===== src/rtl/riscv_pkg.sv =====
// Shared fetch-side definitions: data width, reset vector default, PC step and alignment mask.
package riscv_pkg;

  localparam int          XLEN          = 32;
  localparam logic [31:0] RESET_VEC_DEF = 32'h0000_0000;
  localparam logic [31:0] PC_INCR       = 32'd4;
  localparam logic [1:0]  ALIGN_MASK    = 2'b11;

  typedef enum logic [2:0] {
    ST_RST   = 3'd0,
    ST_REQ   = 3'd1,
    ST_WAIT  = 3'd2,
    ST_HOLD  = 3'd3,
    ST_KILL  = 3'd4,
    ST_FAULT = 3'd5
  } fetch_state_t;

endpackage


===== src/rtl/fetch_ctrl.sv =====
// Single-outstanding instruction fetch sequencer with redirect/flush and misaligned-target fault.
// Handshake to if_valid takes at least 2 cycles; decode stalls hold the word and suppress new requests.
module fetch_ctrl #(
  parameter int          XLEN      = riscv_pkg::XLEN,
  parameter logic [31:0] RESET_VEC = riscv_pkg::RESET_VEC_DEF
) (
  input  logic            clk,
  input  logic            reset,
  output logic            imem_req_valid,
  input  logic            imem_req_ready,
  output logic [XLEN-1:0] imem_req_addr,
  input  logic            imem_rsp_valid,
  input  logic [XLEN-1:0] imem_rsp_data,
  output logic            if_valid,
  input  logic            if_ready,
  output logic [XLEN-1:0] if_pc,
  output logic [XLEN-1:0] if_instr,
  input  logic            redirect_valid,
  input  logic [XLEN-1:0] redirect_pc,
  output logic            fetch_fault
);
  import riscv_pkg::*;

  fetch_state_t    state_q, state_d;
  logic [XLEN-1:0] fetch_pc, pc_d;
  logic            req_hs;
  logic            redir_mis;
  logic            latch_rsp;

  assign req_hs    = (state_q == ST_REQ) && imem_req_ready;
  assign redir_mis = |(redirect_pc[1:0] & ALIGN_MASK);

  always_comb begin
    state_d   = state_q;
    pc_d      = fetch_pc;
    latch_rsp = 1'b0;
    unique case (state_q)
      ST_RST: state_d = ST_REQ;
      ST_REQ: begin
        if (redirect_valid) begin
          pc_d    = redirect_pc;
          state_d = req_hs ? ST_KILL : (redir_mis ? ST_FAULT : ST_REQ);
        end else if (req_hs) begin
          state_d = ST_WAIT;
        end
      end
      ST_WAIT: begin
        if (redirect_valid) begin
          pc_d    = redirect_pc;
          state_d = imem_rsp_valid ? (redir_mis ? ST_FAULT : ST_REQ) : ST_KILL;
        end else if (imem_rsp_valid) begin
          latch_rsp = 1'b1;
          state_d   = ST_HOLD;
        end
      end
      ST_HOLD: begin
        if (redirect_valid) begin
          pc_d    = redirect_pc;
          state_d = redir_mis ? ST_FAULT : ST_REQ;
        end else if (if_ready) begin
          pc_d    = fetch_pc + PC_INCR;
          state_d = ST_REQ;
        end
      end
      ST_KILL: begin
        if (redirect_valid) pc_d = redirect_pc;
        // The drained target decides whether fetch resumes or parks in FAULT.
        if (imem_rsp_valid) state_d = (|(pc_d[1:0] & ALIGN_MASK)) ? ST_FAULT : ST_REQ;
      end
      ST_FAULT: begin
        if (redirect_valid && !redir_mis) begin
          pc_d    = redirect_pc;
          state_d = ST_REQ;
        end
      end
      default: state_d = ST_RST;
    endcase
  end

  always_ff @(posedge clk) begin
    if (reset) begin
      state_q  <= ST_RST;
      fetch_pc <= RESET_VEC;
      if_pc    <= '0;
      if_instr <= '0;
    end else begin
      state_q  <= state_d;
      fetch_pc <= pc_d;
      if (latch_rsp) begin
        if_pc    <= fetch_pc;
        if_instr <= imem_rsp_data;
      end
    end
  end

  assign imem_req_valid = (state_q == ST_REQ);
  assign imem_req_addr  = fetch_pc;
  assign if_valid       = (state_q == ST_HOLD);
  assign fetch_fault    = (state_q == ST_FAULT);

endmodule


===== config.mk =====
export PLATFORM = sky130hd
export DESIGN_NAME = fetch_ctrl
export DESIGN_NICKNAME = d
export VERILOG_FILES = /design/src/rtl/riscv_pkg.sv /design/src/rtl/fetch_ctrl.sv
export SDC_FILE = /design/constraint.sdc
export NUM_CORES = 1
export LEC_CHECK = 0
export BUFFER_PORTS_ARGS = -buffer_cell sky130_fd_sc_hd__buf_4
export CORE_MARGIN = 4
export CORE_UTILIZATION = 26
export CTS_CLUSTER_SIZE = 28
export DETAILED_ROUTE_END_ITERATION = 6
export PLACE_DENSITY = 0.54
export RECOVER_POWER = 50
export SYNTH_ARGS = -nofsm -noshare
export SYNTH_HDL_FRONTEND = slang
export SYNTH_SLANG_ARGS = --single-unit

===== constraint.sdc =====
create_clock -name clk -period 4.19 [get_ports clk]
set_clock_uncertainty 0.2 [all_clocks]
set_input_delay 0.838 -clock clk [delete_from_list [all_inputs] [get_ports clk]]
set_output_delay 0.838 -clock clk [all_outputs]
set_load 0.1 [all_outputs]

==> tab_implementation.tex, run 1 <==
\begin{tabular}{lr}
\hline
Metric & Value \\
\hline
\multicolumn{2}{l}{\textbf{Critical path}} \\
Critical path capture point type & flop \\
Critical Path Source Type & input pin \\
Largest fanout on the critical path & 66 \\
Critical path data required time & 4.19 ns \\
Arrival time of data at the critical path endpoint & 2.87 ns \\
Type of the worst setup path & input pin to flop \\
\multicolumn{2}{l}{\textbf{Route}} \\
WL final & 15,700 µm \\
DRT met1 WL & between 7000 and 8000 µm \\
Remaining routing DRC violations & 0 \\
Count of antenna-violating nets left after detailed routing & 0 \\
Number of vias after detailed routing & 4,753 \\
DR vias/cell & 4.92 \\
Routed wire per std cell & $\sim$16 µm \\
Uppermost signal routing layer after detailed routing & met4 \\
Initial drt markers & 191 \\
Total length of routed met3 wires & 1190 µm \\
Number of iterations in the first detailed-routing pass & 4 \\
Met2 wire length & 7060 µm \\
\multicolumn{2}{l}{\textbf{Power and ir drop}} \\
Switching power & 0.752 mW \\
Net switching fraction of the power & 32.5\% \\
Internal power & approximately 1.6 mW \\
Clock group share of total power & 38.1\% \\
Pwr Total & 2.31 mW \\
Flop pwr share & 44.0\% \\
Worst supply voltage drop on vdd & 0.189 mV \\
Total power density per cell area & 391 nW/µm² \\
Leakage power total & 2.02 nW \\
Relative contribution of combinational cells to total power & 17.9\% \\
\multicolumn{2}{l}{\textbf{Die}} \\
Core area & 17,200 µm² \\
X dimension of the die & roughly 140 µm \\
Number of placement rows & 48 \\
Initial standard-cell utilization of the core & a little over a quarter \\
Die Ht & approximately 140 µm \\
Overall die area & 19,700 µm² \\
I/O pin count & 169 \\
\multicolumn{2}{l}{\textbf{Global routing}} \\
Via count of the first global-routing pass & roughly 4,500 \\
Total global routing track utilization & approximately 15\% \\
Grt total ovfl & 0 \\
Largest net degree at the start of global routing & 67 \\
Global-route wire length before repair & 24,400 µm \\
Antenna violations before repair & 0 \\
\multicolumn{2}{l}{\textbf{Layout}} \\
Relative area change from synthesis to final layout & 29.9\% \\
Post-Layout Inst Area & approximately 5900 µm² \\
Non-filler cells, final & $\sim$970 \\
Total number of nets in the final design & 808 \\
Count of inserted antenna diode cells & 0 \\
Fraction of layout instances using a drive strength above 1 & $\sim$14\% \\
Post-Route Utilization & 34.3\% \\
Fill count & 1,917 \\
\multicolumn{2}{l}{\textbf{Flow run}} \\
Max-capacitance violation count & 0 \\
\multicolumn{2}{l}{\textbf{Yosys}} \\
Synthesized-area fraction occupied by xor and xnor cells & 0\% \\
Post-Synthesis Cells & 603 \\
Post-synthesis compound-gate area fraction & a little under a quarter \\
Proportion of synthesized chip area in sequential cells & 43.5\% \\
Mux contribution to synthesized area & 0.440\% \\
Post-synthesis instance area & $\sim$4600 µm² \\
Count of cell types in the netlist & 53 \\
Synthesized net count & just under 700 \\
Async set-or-reset flop fraction in the synthesized netlist & 0\% \\
Number of flops mapped to enable cells by yosys & 0 \\
Count of synthesis-stage warnings from yosys & 0 \\
Most used flip-flop cell after synthesis & sky130\_fd\_sc\_hd\_\_dfxtp\_1 \\
Post-synthesis register bit count & 99 \\
Dominant combinational cell family by area after synthesis & simple AND/OR/NAND/NOR gates \\
Area fraction in and, or, nand and nor cells after synthesis & 26.6\% \\
Mean cell area of the mapped netlist & 7.55 µm² \\
Adder and majority gate portion of the synthesized area & 0.275\% \\
\multicolumn{2}{l}{\textbf{STA}} \\
Final setup vio count & 0 \\
Crit share post-route & 68.6\% \\
Minimum period implied by the final worst setup slack & 2.87 ns \\
Fmax & approximately 350 MHz \\
RSZ-0062 raised after global routing & false \\
Setup slack of the critical path after layout & 1.32 ns \\
Max Transition Viols Final & 0 \\
Least-Margin Pin Slew & 1.46 ns \\
Setup TNS & 0 ns \\
Max-slew headroom at the worst pin & between 2 and 2.5\% \\
Count of final hold-check violations & 0 \\
Worst hold slack after final layout & 0.253 ns \\
\multicolumn{2}{l}{\textbf{Placed design}} \\
Post-detailed-placement half-perimeter wirelength & 10,800 µm \\
Setup Slack @ Placement & 1.24 ns \\
Count of input and output buffers & 168 \\
Routability Congestion & 0.773 \\
Total placed cells including tap cells & 951 \\
Area post-placement & 5960 µm² \\
\multicolumn{2}{l}{\textbf{CTS}} \\
Number of sinks handled by clock tree synthesis & between 90 and 100 \\
CTS H-tree lvls & 3 \\
Hold\_buf cts & 0 \\
CTS-repair resized insts & 0 \\
Clock tree from TritonCTS & built \\
Clock slew at the register clock pins of the worst setup and hold paths & 0.07 ns \\
Clock insertion delay at the later pin of the skew report & 0.36 ns \\
Clock buffers created by TritonCTS & 9 \\
Post-CTS setup repair buffer count & 0 \\
CTS max path bufs & 2 \\
Cell at the root of the clock tree & sky130\_fd\_sc\_hd\_\_clkbuf\_16 \\
\multicolumn{2}{l}{\textbf{Worst hold path}} \\
Type of the worst min-delay path & flop to flop \\
\multicolumn{2}{l}{\textbf{Run status}} \\
Status & finished clean \\
\hline
\end{tabular}
cells in the mapped netlist (2+ instances only):
| cell type | count | area [µm²] |
|---|---|---|
| sky130_fd_sc_hd__nand2_1 | 151 | 567 |
| sky130_fd_sc_hd__dfxtp_1 | 99 | 1980 |
| sky130_fd_sc_hd__a21oi_1 | 97 | 485 |
| sky130_fd_sc_hd__clkbuf_1 | 39 | 146 |
| sky130_fd_sc_hd__o21ai_0 | 31 | 155 |
| sky130_fd_sc_hd__nor2_1 | 23 | 86.3 |
| sky130_fd_sc_hd__nand4_1 | 14 | 87.6 |
| sky130_fd_sc_hd__nand3_1 | 13 | 65.1 |
| sky130_fd_sc_hd__nor3_1 | 12 | 60.1 |
| sky130_fd_sc_hd__a31oi_1 | 9 | 56.3 |
| sky130_fd_sc_hd__buf_2 | 9 | 45.0 |
| sky130_fd_sc_hd__inv_1 | 8 | 30.0 |
| sky130_fd_sc_hd__a22o_1 | 7 | 61.3 |
| sky130_fd_sc_hd__and2_1 | 7 | 43.8 |
| sky130_fd_sc_hd__nor4_1 | 7 | 43.8 |
| sky130_fd_sc_hd__a221oi_1 | 6 | 52.6 |
| sky130_fd_sc_hd__and4_1 | 6 | 52.6 |
| sky130_fd_sc_hd__a32o_1 | 5 | 50.1 |
| sky130_fd_sc_hd__a21o_1 | 4 | 30.0 |
| sky130_fd_sc_hd__and3_1 | 4 | 25.0 |
| sky130_fd_sc_hd__nand3b_1 | 4 | 30.0 |
| sky130_fd_sc_hd__nor3b_1 | 4 | 30.0 |
| sky130_fd_sc_hd__buf_1 | 3 | 11.3 |
| sky130_fd_sc_hd__nor4bb_1 | 3 | 30.0 |
| sky130_fd_sc_hd__o2bb2ai_1 | 3 | 26.3 |
| sky130_fd_sc_hd__a211oi_1 | 2 | 15.0 |
| sky130_fd_sc_hd__mux2i_1 | 2 | 20.0 |
| sky130_fd_sc_hd__nand2b_1 | 2 | 12.5 |
| sky130_fd_sc_hd__o311ai_0 | 2 | 17.5 |
| sky130_fd_sc_hd__o31a_1 | 2 | 17.5 |
| sky130_fd_sc_hd__o41ai_1 | 2 | 17.5 |
| sky130_fd_sc_hd__or2_2 | 2 | 12.5 |
layout make-up:
type | count | area [µm²] | area share (%)
inverter | 8 | 30.0 | 0.507
timing repair buffer | 176 | 976 | 16.5
sequential | 99 | 1980 | 33.5
tap | 225 | 282 | 4.76
clock buffer | 10 | 239 | 4.04
multi-input combinational | 443 | 2340 | 39.5
clock inverter | 6 | 72.6 | 1.23
cell usage in the layout (no fill, tap or decap), types with 2 or more instances in the layout:
cell	Yosys	layout
sky130_fd_sc_hd__nor2_1	23	22
sky130_fd_sc_hd__and2_1	7	7
sky130_fd_sc_hd__nand3b_1	4	4
sky130_fd_sc_hd__o31a_1	2	2
sky130_fd_sc_hd__inv_6	0	2
sky130_fd_sc_hd__nor4_1	7	7
sky130_fd_sc_hd__nor3_1	12	12
sky130_fd_sc_hd__clkinv_4	0	2
sky130_fd_sc_hd__a21oi_1	97	97
sky130_fd_sc_hd__nand4_1	14	14
sky130_fd_sc_hd__a21o_1	4	4
sky130_fd_sc_hd__a32o_1	5	5
sky130_fd_sc_hd__nor3b_1	4	4
sky130_fd_sc_hd__inv_1	8	8
sky130_fd_sc_hd__clkbuf_16	0	9
sky130_fd_sc_hd__or2_2	2	2
sky130_fd_sc_hd__clkbuf_2	1	2
sky130_fd_sc_hd__o311ai_0	2	2
sky130_fd_sc_hd__nand2b_1	2	2
sky130_fd_sc_hd__mux2i_1	2	2
sky130_fd_sc_hd__clkbuf_1	39	94
sky130_fd_sc_hd__o41ai_1	2	2
sky130_fd_sc_hd__a211oi_1	2	2
sky130_fd_sc_hd__buf_4	1	79
sky130_fd_sc_hd__a31oi_1	9	9
sky130_fd_sc_hd__nand2_1	151	151
sky130_fd_sc_hd__nor4bb_1	3	2
sky130_fd_sc_hd__a22o_1	7	7
sky130_fd_sc_hd__a221oi_1	6	6
sky130_fd_sc_hd__dfxtp_1	99	99
sky130_fd_sc_hd__o2bb2ai_1	3	3
sky130_fd_sc_hd__nand3_1	13	13
sky130_fd_sc_hd__and3_1	4	4
sky130_fd_sc_hd__and4_1	6	6
sky130_fd_sc_hd__o21ai_0	31	31
critical path, stage by stage:
cell and delay [ns]:
sky130_fd_sc_hd__clkbuf_2 1.02, sky130_fd_sc_hd__clkbuf_2 0.86, sky130_fd_sc_hd__nor4bb_1 0.15
layer usage:
layer / vias to the layer above / track usage (%)
met5: - / 0
met4: 0 / 2.96
met3: 13 / 5.33
met2: 169 / 24.8
met1: 2170 / 20.3
li1: 2401 / -
state kept, by name (all words and copies together) (netlist names):
| name | cells |
|---|---|
| if_instr | 32 |
| if_pc | 32 |
| imem_req_addr | 32 |
| state_q | 3 |
power groups by stage:
stage	clock, mW	combinational (mW)	sequential, mW
floorplan	0	0.155	1.18
global placement	0	0.434	1.04
detailed placement	0	0.432	1.04
CTS	0.915	0.433	1.02
global route	0.945	0.440	1.03
finish	0.881	0.414	1.02
kinds of logic (layout without fill, tap and decap cells):
kind of cell / Yosys count / after routing
and+or+nand+nor: 260 / 260
AOI/OAI and AO/OA: 180 / 180
DFF: 99 / 99
buffers and inverters: 61 / 200
muxes: 2 / 2
adders and majority gates: 1 / 1
worst paths after layout:
kind | cells after the start | slack (ns) | to | from
max | 3 | 1.32 | state_q[1]$_SDFFE_PP0P_ | reset
max reg2reg | 5 | 1.49 | imem_req_addr[26]$_SDFFE_PP0P_ | imem_req_addr[2]$_SDFFE_PP0P_
min | 2 | 0.25 | if_pc[13]$_SDFFE_PP0P_ | if_pc[13]$_SDFFE_PP0P_
min reg2reg | 2 | 0.25 | if_pc[13]$_SDFFE_PP0P_ | if_pc[13]$_SDFFE_PP0P_
Note: power is estimated with default switching activity, not from simulation.
==> run 2, diff against run 1 <==
--- a/config.mk
+++ b/config.mk
@@ -5,12 +5,13 @@
 export SDC_FILE = /design/constraint.sdc
 export NUM_CORES = 1
 export LEC_CHECK = 0
+export ABC_AREA = 1
 export BUFFER_PORTS_ARGS = -buffer_cell sky130_fd_sc_hd__buf_4
 export CORE_MARGIN = 4
 export CORE_UTILIZATION = 26
 export CTS_CLUSTER_SIZE = 28
 export DETAILED_ROUTE_END_ITERATION = 6
-export PLACE_DENSITY = 0.54
+export PLACE_DENSITY = 0.53
 export RECOVER_POWER = 50
 export SYNTH_ARGS = -nofsm -noshare
 export SYNTH_HDL_FRONTEND = slang
==> constraint.sdc (replaced) <==
create_clock -name clk -period 2.94 [get_ports clk]
set_clock_uncertainty 0.2 [all_clocks]
set_input_delay 0.588 -clock clk [delete_from_list [all_inputs] [get_ports clk]]
set_output_delay 0.588 -clock clk [all_outputs]
set_load 0.1 [all_outputs]
==> tab_implementation.tex, run 2 <==
\begin{tabular}{lr}
\hline
Metric & Value \\
\hline
\multicolumn{2}{l}{\textbf{Run status}} \\
Status & finished clean \\
\multicolumn{2}{l}{\textbf{CTS}} \\
Post-CTS setup repair buffer count & 0 \\
Hold\_buf cts & 0 \\
CTS H-tree lvls & 3 \\
Clock insertion delay at the later pin of the skew report & 0.35 ns \\
Number of sinks handled by clock tree synthesis & 99 \\
CTS-repair resized insts & 0 \\
Clock slew at the register clock pins of the worst setup and hold paths & 0.08 ns \\
Clock tree from TritonCTS & built \\
Clock buffers created by TritonCTS & 9 \\
CTS max path bufs & 2 \\
Cell at the root of the clock tree & sky130\_fd\_sc\_hd\_\_clkbuf\_16 \\
\multicolumn{2}{l}{\textbf{Layout}} \\
Register Area & between 1500 and 2000 µm² \\
Fill count & 2,035 \\
Combined area of the multi-input logic cells & 2420 µm² \\
Fraction of layout instances using a drive strength above 1 & 14.0\% \\
Total number of nets in the final design & 956 \\
Count of inserted antenna diode cells & 0 \\
Relative area change from synthesis to final layout & 29.5\% \\
Leading cell types in the layout, fill and taps excluded & 142 x sky130\_fd\_sc\_hd\_\_nor2\_1, 134 x sky130\_fd\_sc\_hd\_\_nand2\_1, 100 x sky130\_fd\_sc\_hd\_\_o21ai\_0 \\
Most common library cell in the layout ignoring fill and taps & sky130\_fd\_sc\_hd\_\_nor2\_1 \\
\multicolumn{2}{l}{\textbf{Power and ir drop}} \\
Worst supply voltage drop on vdd & 0.305 mV \\
Net switching fraction of the power & 47.0\% \\
Switching power & 2.12 mW \\
Relative contribution of combinational cells to total power & 37.9\% \\
Leakage power total & between 2 and 3 nW \\
Clock group share of total power & approximately 26\% \\
Total power density per cell area & 726 nW/µm² \\
Internal power & between 2 and 2.5 mW \\
Flop pwr share & 36.4\% \\
\multicolumn{2}{l}{\textbf{Route}} \\
Initial drt markers & slightly below 300 \\
Number of iterations in the first detailed-routing pass & 5 \\
Number of vias after detailed routing & about 5,200 \\
Remaining routing DRC violations & 0 \\
Routed wire per std cell & 15.1 µm \\
WL final & 16,900 µm \\
Count of antenna-violating nets left after detailed routing & 0 \\
DR vias/cell & 4.65 \\
\multicolumn{2}{l}{\textbf{Global routing}} \\
Via count of the first global-routing pass & 5,029 \\
Global-route wire length before repair & 26,300 µm \\
Antenna violations before repair & 0 \\
Grt total ovfl & 0 \\
Largest net degree at the start of global routing & 53 \\
Total global routing track utilization & about 16\% \\
\multicolumn{2}{l}{\textbf{STA}} \\
Setup TNS & 0 ns \\
Crit share post-route & 84.8\% \\
Setup slack of the critical path after layout & approximately 0.45 ns \\
Final setup vio count & 0 \\
RSZ-0062 raised after global routing & false \\
Count of final hold-check violations & 0 \\
Fmax & 401 MHz \\
Max-slew headroom at the worst pin & between 15 and 20\% \\
Max Transition Viols Final & 0 \\
Minimum period implied by the final worst setup slack & between 2 and 2.5 ns \\
Least-Margin Pin Slew & 1.26 ns \\
\multicolumn{2}{l}{\textbf{Die}} \\
Initial standard-cell utilization of the core & approximately a quarter \\
Overall die area & 20,700 µm² \\
Core area & 18,100 µm² \\
X dimension of the die & 144 µm \\
Number of placement rows & 49 \\
I/O pin count & approximately 170 \\
Die Ht & between 100 and 150 µm \\
\multicolumn{2}{l}{\textbf{Placed design}} \\
Post-detailed-placement half-perimeter wirelength & roughly 13,000 µm \\
Count of input and output buffers & 168 \\
Routability Congestion & 0.861 \\
Setup Slack @ Placement & between 0.5 and 0.6 ns \\
\multicolumn{2}{l}{\textbf{Worst hold path}} \\
Number of instances on the worst hold path & 3 \\
Type of the worst min-delay path & input pin to flop \\
\multicolumn{2}{l}{\textbf{Critical path}} \\
Largest fanout on the critical path & 7 \\
Cell with the largest stage delay on the worst path & sky130\_fd\_sc\_hd\_\_clkbuf\_1 \\
Type of the worst setup path & flop to output pin \\
Critical path data required time & 2.15 ns \\
Critical Path Source Type & flop \\
Critical path's largest stage delay & 0.90 ns \\
Cells traversed along the worst timing path & buf\_4, clkbuf\_1 \\
R2R cell count & 8 \\
Critical path capture point type & output pin \\
Arrival time of data at the critical path endpoint & 1.71 ns \\
\multicolumn{2}{l}{\textbf{Yosys}} \\
Most common cell in the synthesized netlist & sky130\_fd\_sc\_hd\_\_nor2\_1 \\
Synthesized-area fraction occupied by xor and xnor cells & less than 1\% \\
Most used flip-flop cell after synthesis & sky130\_fd\_sc\_hd\_\_dfxtp\_1 \\
Share of the synthesized area in the top cell type & 41.3\% \\
Post-synthesis compound-gate area fraction & 20.4\% \\
Dominant combinational cell family by area after synthesis & simple AND/OR/NAND/NOR gates \\
Mean cell area of the mapped netlist & 6.60 µm² \\
Post-synthesis instance area & 4800 µm² \\
Area fraction in and, or, nand and nor cells after synthesis & approximately 30\% \\
Proportion of synthesized chip area in sequential cells & 41.3\% \\
Top post-synthesis cells by area & sky130\_fd\_sc\_hd\_\_dfxtp\_1 41\%, sky130\_fd\_sc\_hd\_\_nor2\_1 11\%, sky130\_fd\_sc\_hd\_\_nand2\_1 10\% \\
Post-synthesis register bit count & 99 \\
Synthesized net count & $\sim$800 \\
Post-Synthesis Cells & approximately 730 \\
Synth cell count leaders & 141 x sky130\_fd\_sc\_hd\_\_nor2\_1, 134 x sky130\_fd\_sc\_hd\_\_nand2\_1, 100 x sky130\_fd\_sc\_hd\_\_o21ai\_0, 99 x sky130\_fd\_sc\_hd\_\_dfxtp\_1, 80 x sky130\_fd\_sc\_hd\_\_a21oi\_1 \\
Mux contribution to synthesized area & 0\% \\
Count of synthesis-stage warnings from yosys & 0 \\
Yosys top cell by area & sky130\_fd\_sc\_hd\_\_dfxtp\_1 \\
Number of flops mapped to enable cells by yosys & 0 \\
Async set-or-reset flop fraction in the synthesized netlist & 0\% \\
Adder and majority gate portion of the synthesized area & 0.261\% \\
Count of cell types in the netlist & 28 \\
\multicolumn{2}{l}{\textbf{Flow run}} \\
Max-capacitance violation count & 0 \\
\hline
\end{tabular}
==> run 2: cell count changes after synthesis, sizes merged, moves of 9 or more <==
cell,previous run,this run
a31oi,9,0
nand2,151,139
nand3,13,49
nor3,12,1
nand4,14,5
a21oi,97,81
nor2,23,145
clkbuf,40,14
inv,8,55
o21ai,31,105
==> run 2: power groups by stage <==
stage	sequential, mW	combinational (mW)	clock (mW)
global route	1.67	1.81	1.26
floorplan	2.50	0.505	0
finish	1.64	1.71	1.16
global placement	1.67	1.80	0
CTS	1.64	1.81	1.21
detailed placement	1.67	1.80	0
==> run 2: worst max-delay path, delay by kind of cell, from the launching register on <==
kind / cells / cell delay (ns)
buf+inv: 2 / 1.05
flops: 1 / 0.31
==> run 2: area by class of cell <==
cell class | count | area share, %
clock buffer | 10 | 3.84
multi-input combinational | 538 | 39.0
timing repair buffer | 182 | 16.6
sequential | 99 | 31.9
inverter | 55 | 3.32
clock inverter | 6 | 0.765
tap | 229 | 4.61
==> run 2: worst paths after layout <==
path | from | endpoint | slack (ns)
min reg2reg | if_instr[22]$_SDFFE_PP0P_ | if_instr[22]$_SDFFE_PP0P_ | 0.32
max | imem_req_addr[9]$_SDFFE_PP0P_ | imem_req_addr[9] | 0.45
max reg2reg | state_q[2]$_SDFFE_PP0P_ | if_instr[19]$_SDFFE_PP0P_ | 0.65
min | imem_rsp_data[18] | if_instr[18]$_SDFFE_PP0P_ | 0.25
==> run 2: per-layer routing <==
| layer | GRT usage [%] | wire [µm] | vias up |
|---|---|---|---|
| li1 | - | - | 2700 |
| met1 | 19.8 | 7470 | 2341 |
| met2 | 26.4 | 7800 | 147 |
| met3 | 6.32 | 1380 | 12 |
| met4 | 4.21 | 247 | 0 |
| met5 | 0 | 0 | - |
==> run 2: through the flow <==
| step | hold WS, ns | std cells | instance area [µm²] | total power, mW | utilization, % |
|---|---|---|---|---|---|
| after floorplan | 0.292 | 727 | 4800 | 3.01 | - |
| after global placement | 0.297 | 1103 | 6270 | 3.47 | 34.7 |
| after detailed placement | 0.298 | 1103 | 6270 | 3.48 | 34.7 |
| after CTS | 0.232 | 1119 | 6560 | 4.66 | 36.3 |
| after global routing | 0.233 | 1119 | 6220 | 4.74 | 34.4 |
| final | 0.251 | 1119 | 6220 | 4.51 | 34.4 |
==> run 2: cells by family after synthesis <==
group                    after synthesis
buffers and inverters                 90
XOR/XNOR                               2
AND/OR/NAND/NOR                      343
adder cells (fa/ha/maj)                1
flip-flops                            99
AO/OA/AOI/OAI                        192
==> run 3, diff against run 2 <==
--- a/config.mk
+++ b/config.mk
@@ -5,13 +5,13 @@
 export SDC_FILE = /design/constraint.sdc
 export NUM_CORES = 1
 export LEC_CHECK = 0
-export ABC_AREA = 1
+export ABC_AREA = 0
 export BUFFER_PORTS_ARGS = -buffer_cell sky130_fd_sc_hd__buf_4
 export CORE_MARGIN = 4
 export CORE_UTILIZATION = 26
 export CTS_CLUSTER_SIZE = 28
 export DETAILED_ROUTE_END_ITERATION = 6
-export PLACE_DENSITY = 0.53
+export PLACE_DENSITY = 0.55
 export RECOVER_POWER = 50
 export SYNTH_ARGS = -nofsm -noshare
 export SYNTH_HDL_FRONTEND = slang
==> constraint.sdc (replaced) <==
create_clock -name clk -period 2.2 [get_ports clk]
set_clock_uncertainty 0.2 [all_clocks]
set_input_delay 0.44 -clock clk [delete_from_list [all_inputs] [get_ports clk]]
set_output_delay 0.44 -clock clk [all_outputs]
set_load 0.1 [all_outputs]
==> tab_implementation.tex, run 3 (synthesis results as in run 1) <==
\begin{tabular}{lr}
\hline
Metric & Value \\
\hline
\multicolumn{2}{l}{\textbf{Global routing}} \\
Largest net degree at the start of global routing & a little under 50 \\
Total global routing track utilization & 15.6\% \\
Via count of the first global-routing pass & 4,563 \\
Antenna violations before repair & 0 \\
Grt total ovfl & 0 \\
Global-route wire length before repair & roughly 25,000 µm \\
\multicolumn{2}{l}{\textbf{Route}} \\
WL final & 16,100 µm \\
Initial drt markers & 231 \\
Remaining routing DRC violations & 0 \\
Number of iterations in the first detailed-routing pass & 4 \\
Number of vias after detailed routing & about 4,900 \\
Count of antenna-violating nets left after detailed routing & 0 \\
Routed wire per std cell & around 16 µm \\
DR vias/cell & 4.87 \\
\multicolumn{2}{l}{\textbf{CTS}} \\
Clock tree from TritonCTS & built \\
Clock insertion delay at the later pin of the skew report & 0.35 ns \\
Number of sinks handled by clock tree synthesis & a little under 100 \\
Clock slew at the register clock pins of the worst setup and hold paths & roughly 0.070 ns \\
Post-CTS setup repair buffer count & 0 \\
CTS-repair resized insts & 0 \\
CTS H-tree lvls & 3 \\
CTS max path bufs & 2 \\
Clock buffers created by TritonCTS & 9 \\
Cell at the root of the clock tree & sky130\_fd\_sc\_hd\_\_clkbuf\_16 \\
Hold\_buf cts & 0 \\
\multicolumn{2}{l}{\textbf{Placed design}} \\
Total placed cells including tap cells & 983 \\
Routability Congestion & 0.772 \\
Post-detailed-placement half-perimeter wirelength & 11,500 µm \\
Count of input and output buffers & roughly 170 \\
\multicolumn{2}{l}{\textbf{Critical path}} \\
Cell mode on critical path & sky130\_fd\_sc\_hd\_\_buf\_4 \\
Cells traversed along the worst timing path & buf\_4, nand3b\_1, inv\_1, buf\_4 \\
Critical Path Source Type & flop \\
Critical path's largest stage delay & roughly 0.37 ns \\
Cell with the largest stage delay on the worst path & sky130\_fd\_sc\_hd\_\_dfxtp\_1 \\
Critical path capture point type & output pin \\
Largest fanout on the critical path & 13 \\
Arrival time of data at the critical path endpoint & 1.48 ns \\
Cell family with the largest share of critical-path delay & buffers and inverters \\
Type of the worst setup path & flop to output pin \\
Critical path data required time & 1.56 ns \\
Count of buffering cells on the critical path with inverters included & 3 \\
\multicolumn{2}{l}{\textbf{Run status}} \\
Status & finished clean \\
\multicolumn{2}{l}{\textbf{Die}} \\
Die Ht & 140 µm \\
Number of placement rows & 48 \\
I/O pin count & 169 \\
Overall die area & 19,700 µm² \\
X dimension of the die & 140 µm \\
Core area & 17,200 µm² \\
Initial standard-cell utilization of the core & 26.4\% \\
\multicolumn{2}{l}{\textbf{STA}} \\
Count of final hold-check violations & 0 \\
Worst hold slack after final layout & 0.129 ns \\
Least-Margin Pin Slew & approximately 0.64 ns \\
Crit share post-route & a little over nine tenths \\
Max-slew headroom at the worst pin & 56.6\% \\
Final setup vio count & 0 \\
Max Transition Viols Final & 0 \\
RSZ-0062 raised after global routing & false \\
Minimum period implied by the final worst setup slack & $\sim$2.1 ns \\
Fmax & 472 MHz \\
\multicolumn{2}{l}{\textbf{Layout}} \\
Most common library cell in the layout ignoring fill and taps & sky130\_fd\_sc\_hd\_\_nand2\_1 \\
Fill count & 1,840 \\
Total number of nets in the final design & 840 \\
Register Area & 2050 µm² \\
Relative area change from synthesis to final layout & 41.2\% \\
Leading cell types in the layout, fill and taps excluded & 151 x sky130\_fd\_sc\_hd\_\_nand2\_1, 114 x sky130\_fd\_sc\_hd\_\_buf\_4, 97 x sky130\_fd\_sc\_hd\_\_a21oi\_1 \\
Non-filler cells, final & 999 \\
Fraction of layout instances using a drive strength above 1 & about a third \\
Combined area of the multi-input logic cells & 2370 µm² \\
Count of inserted antenna diode cells & 0 \\
\multicolumn{2}{l}{\textbf{Power and ir drop}} \\
Total power density per cell area & between 600 and 700 nW/µm² \\
Worst supply voltage drop on vdd & 0.395 mV \\
Leakage power total & 2.55 nW \\
\multicolumn{2}{l}{\textbf{Worst hold path}} \\
Type of the worst min-delay path & input pin to flop \\
\multicolumn{2}{l}{\textbf{Flow run}} \\
Max-capacitance violation count & 0 \\
\hline
\end{tabular}
-- run 3: cell count changes in the layout (fill, tap and decap cells not counted), moves of 11 or more --
| cell | before | now |
|---|---|---|
| sky130_fd_sc_hd__a21oi_1 | 80 | 97 |
| sky130_fd_sc_hd__buf_4 | 92 | 114 |
| sky130_fd_sc_hd__clkbuf_1 | 88 | 1 |
| sky130_fd_sc_hd__clkbuf_2 | 2 | 88 |
| sky130_fd_sc_hd__dfxtp_1 | 99 | 71 |
| sky130_fd_sc_hd__dfxtp_2 | 0 | 13 |
| sky130_fd_sc_hd__dfxtp_4 | 0 | 15 |
| sky130_fd_sc_hd__inv_1 | 53 | 8 |
| sky130_fd_sc_hd__nand2_1 | 134 | 151 |
| sky130_fd_sc_hd__nand3_1 | 48 | 13 |
| sky130_fd_sc_hd__nor2_1 | 142 | 21 |
| sky130_fd_sc_hd__nor3_1 | 1 | 12 |
| sky130_fd_sc_hd__o21ai_0 | 100 | 31 |
-- run 3: tightest hold or removal path: stages --
cell                      delay [ns]
sky130_fd_sc_hd__buf_4          0.11
sky130_fd_sc_hd__nand2_1        0.04
sky130_fd_sc_hd__a21oi_1        0.05
-- run 3: report_power, final --
group,internal (mW),switching (mW),total [mW]
Clock,0.839,0.732,1.57
Sequential,1.84,0.0646,1.90
Combinational,0.276,0.630,0.905
-- run 3: through the flow --
| stage | util [%] | setup TNS [ns] | setup slack [ns] | total power, mW | area (µm²) |
|---|---|---|---|---|---|
| floorplan | - | -0.111 | -0.111 | 2.55 | 4660 |
| global placement | 36.8 | -0.137 | -0.0588 | 2.87 | 6350 |
| detailed placement | 36.8 | -0.264 | -0.0730 | 2.87 | 6350 |
| CTS | 38.5 | 0 | 0.0638 | 4.47 | 6630 |
| global route | 37.3 | 0 | 0.00456 | 4.58 | 6430 |
| finish | 37.3 | 0 | 0.0814 | 4.38 | 6430 |
-- run 3: final cells by class --
type | instances | area share (%)
clock inverter | 5 | 0.525
sequential | 99 | 32.0
inverter | 8 | 0.467
clock buffer | 11 | 3.95
multi-input combinational | 443 | 36.8
tap | 225 | 4.38
timing repair buffer | 208 | 21.9
-- run 3: per-layer routing --
layer	GRT usage (%)	routed length, µm	up-vias
li1	-	-	2466
met1	21.1	7540	2242
met2	25.0	7370	149
met3	3.89	1050	9
met4	3.67	147	0
met5	0	0	-
-- run 3: final timing paths --
kind	from	endpoint	slack [ns]	depth (start not counted)
max	state_q[1]$_SDFFE_PP0P_	fetch_fault	0.08	4
min	imem_rsp_data[30]	if_instr[30]$_SDFFE_PP0P_	0.13	3
max reg2reg	imem_req_addr[16]$_SDFFE_PP0P_	imem_req_addr[24]$_SDFFE_PP0P_	0.18	6
min reg2reg	if_pc[20]$_SDFFE_PP0P_	if_pc[20]$_SDFFE_PP0P_	0.25	2
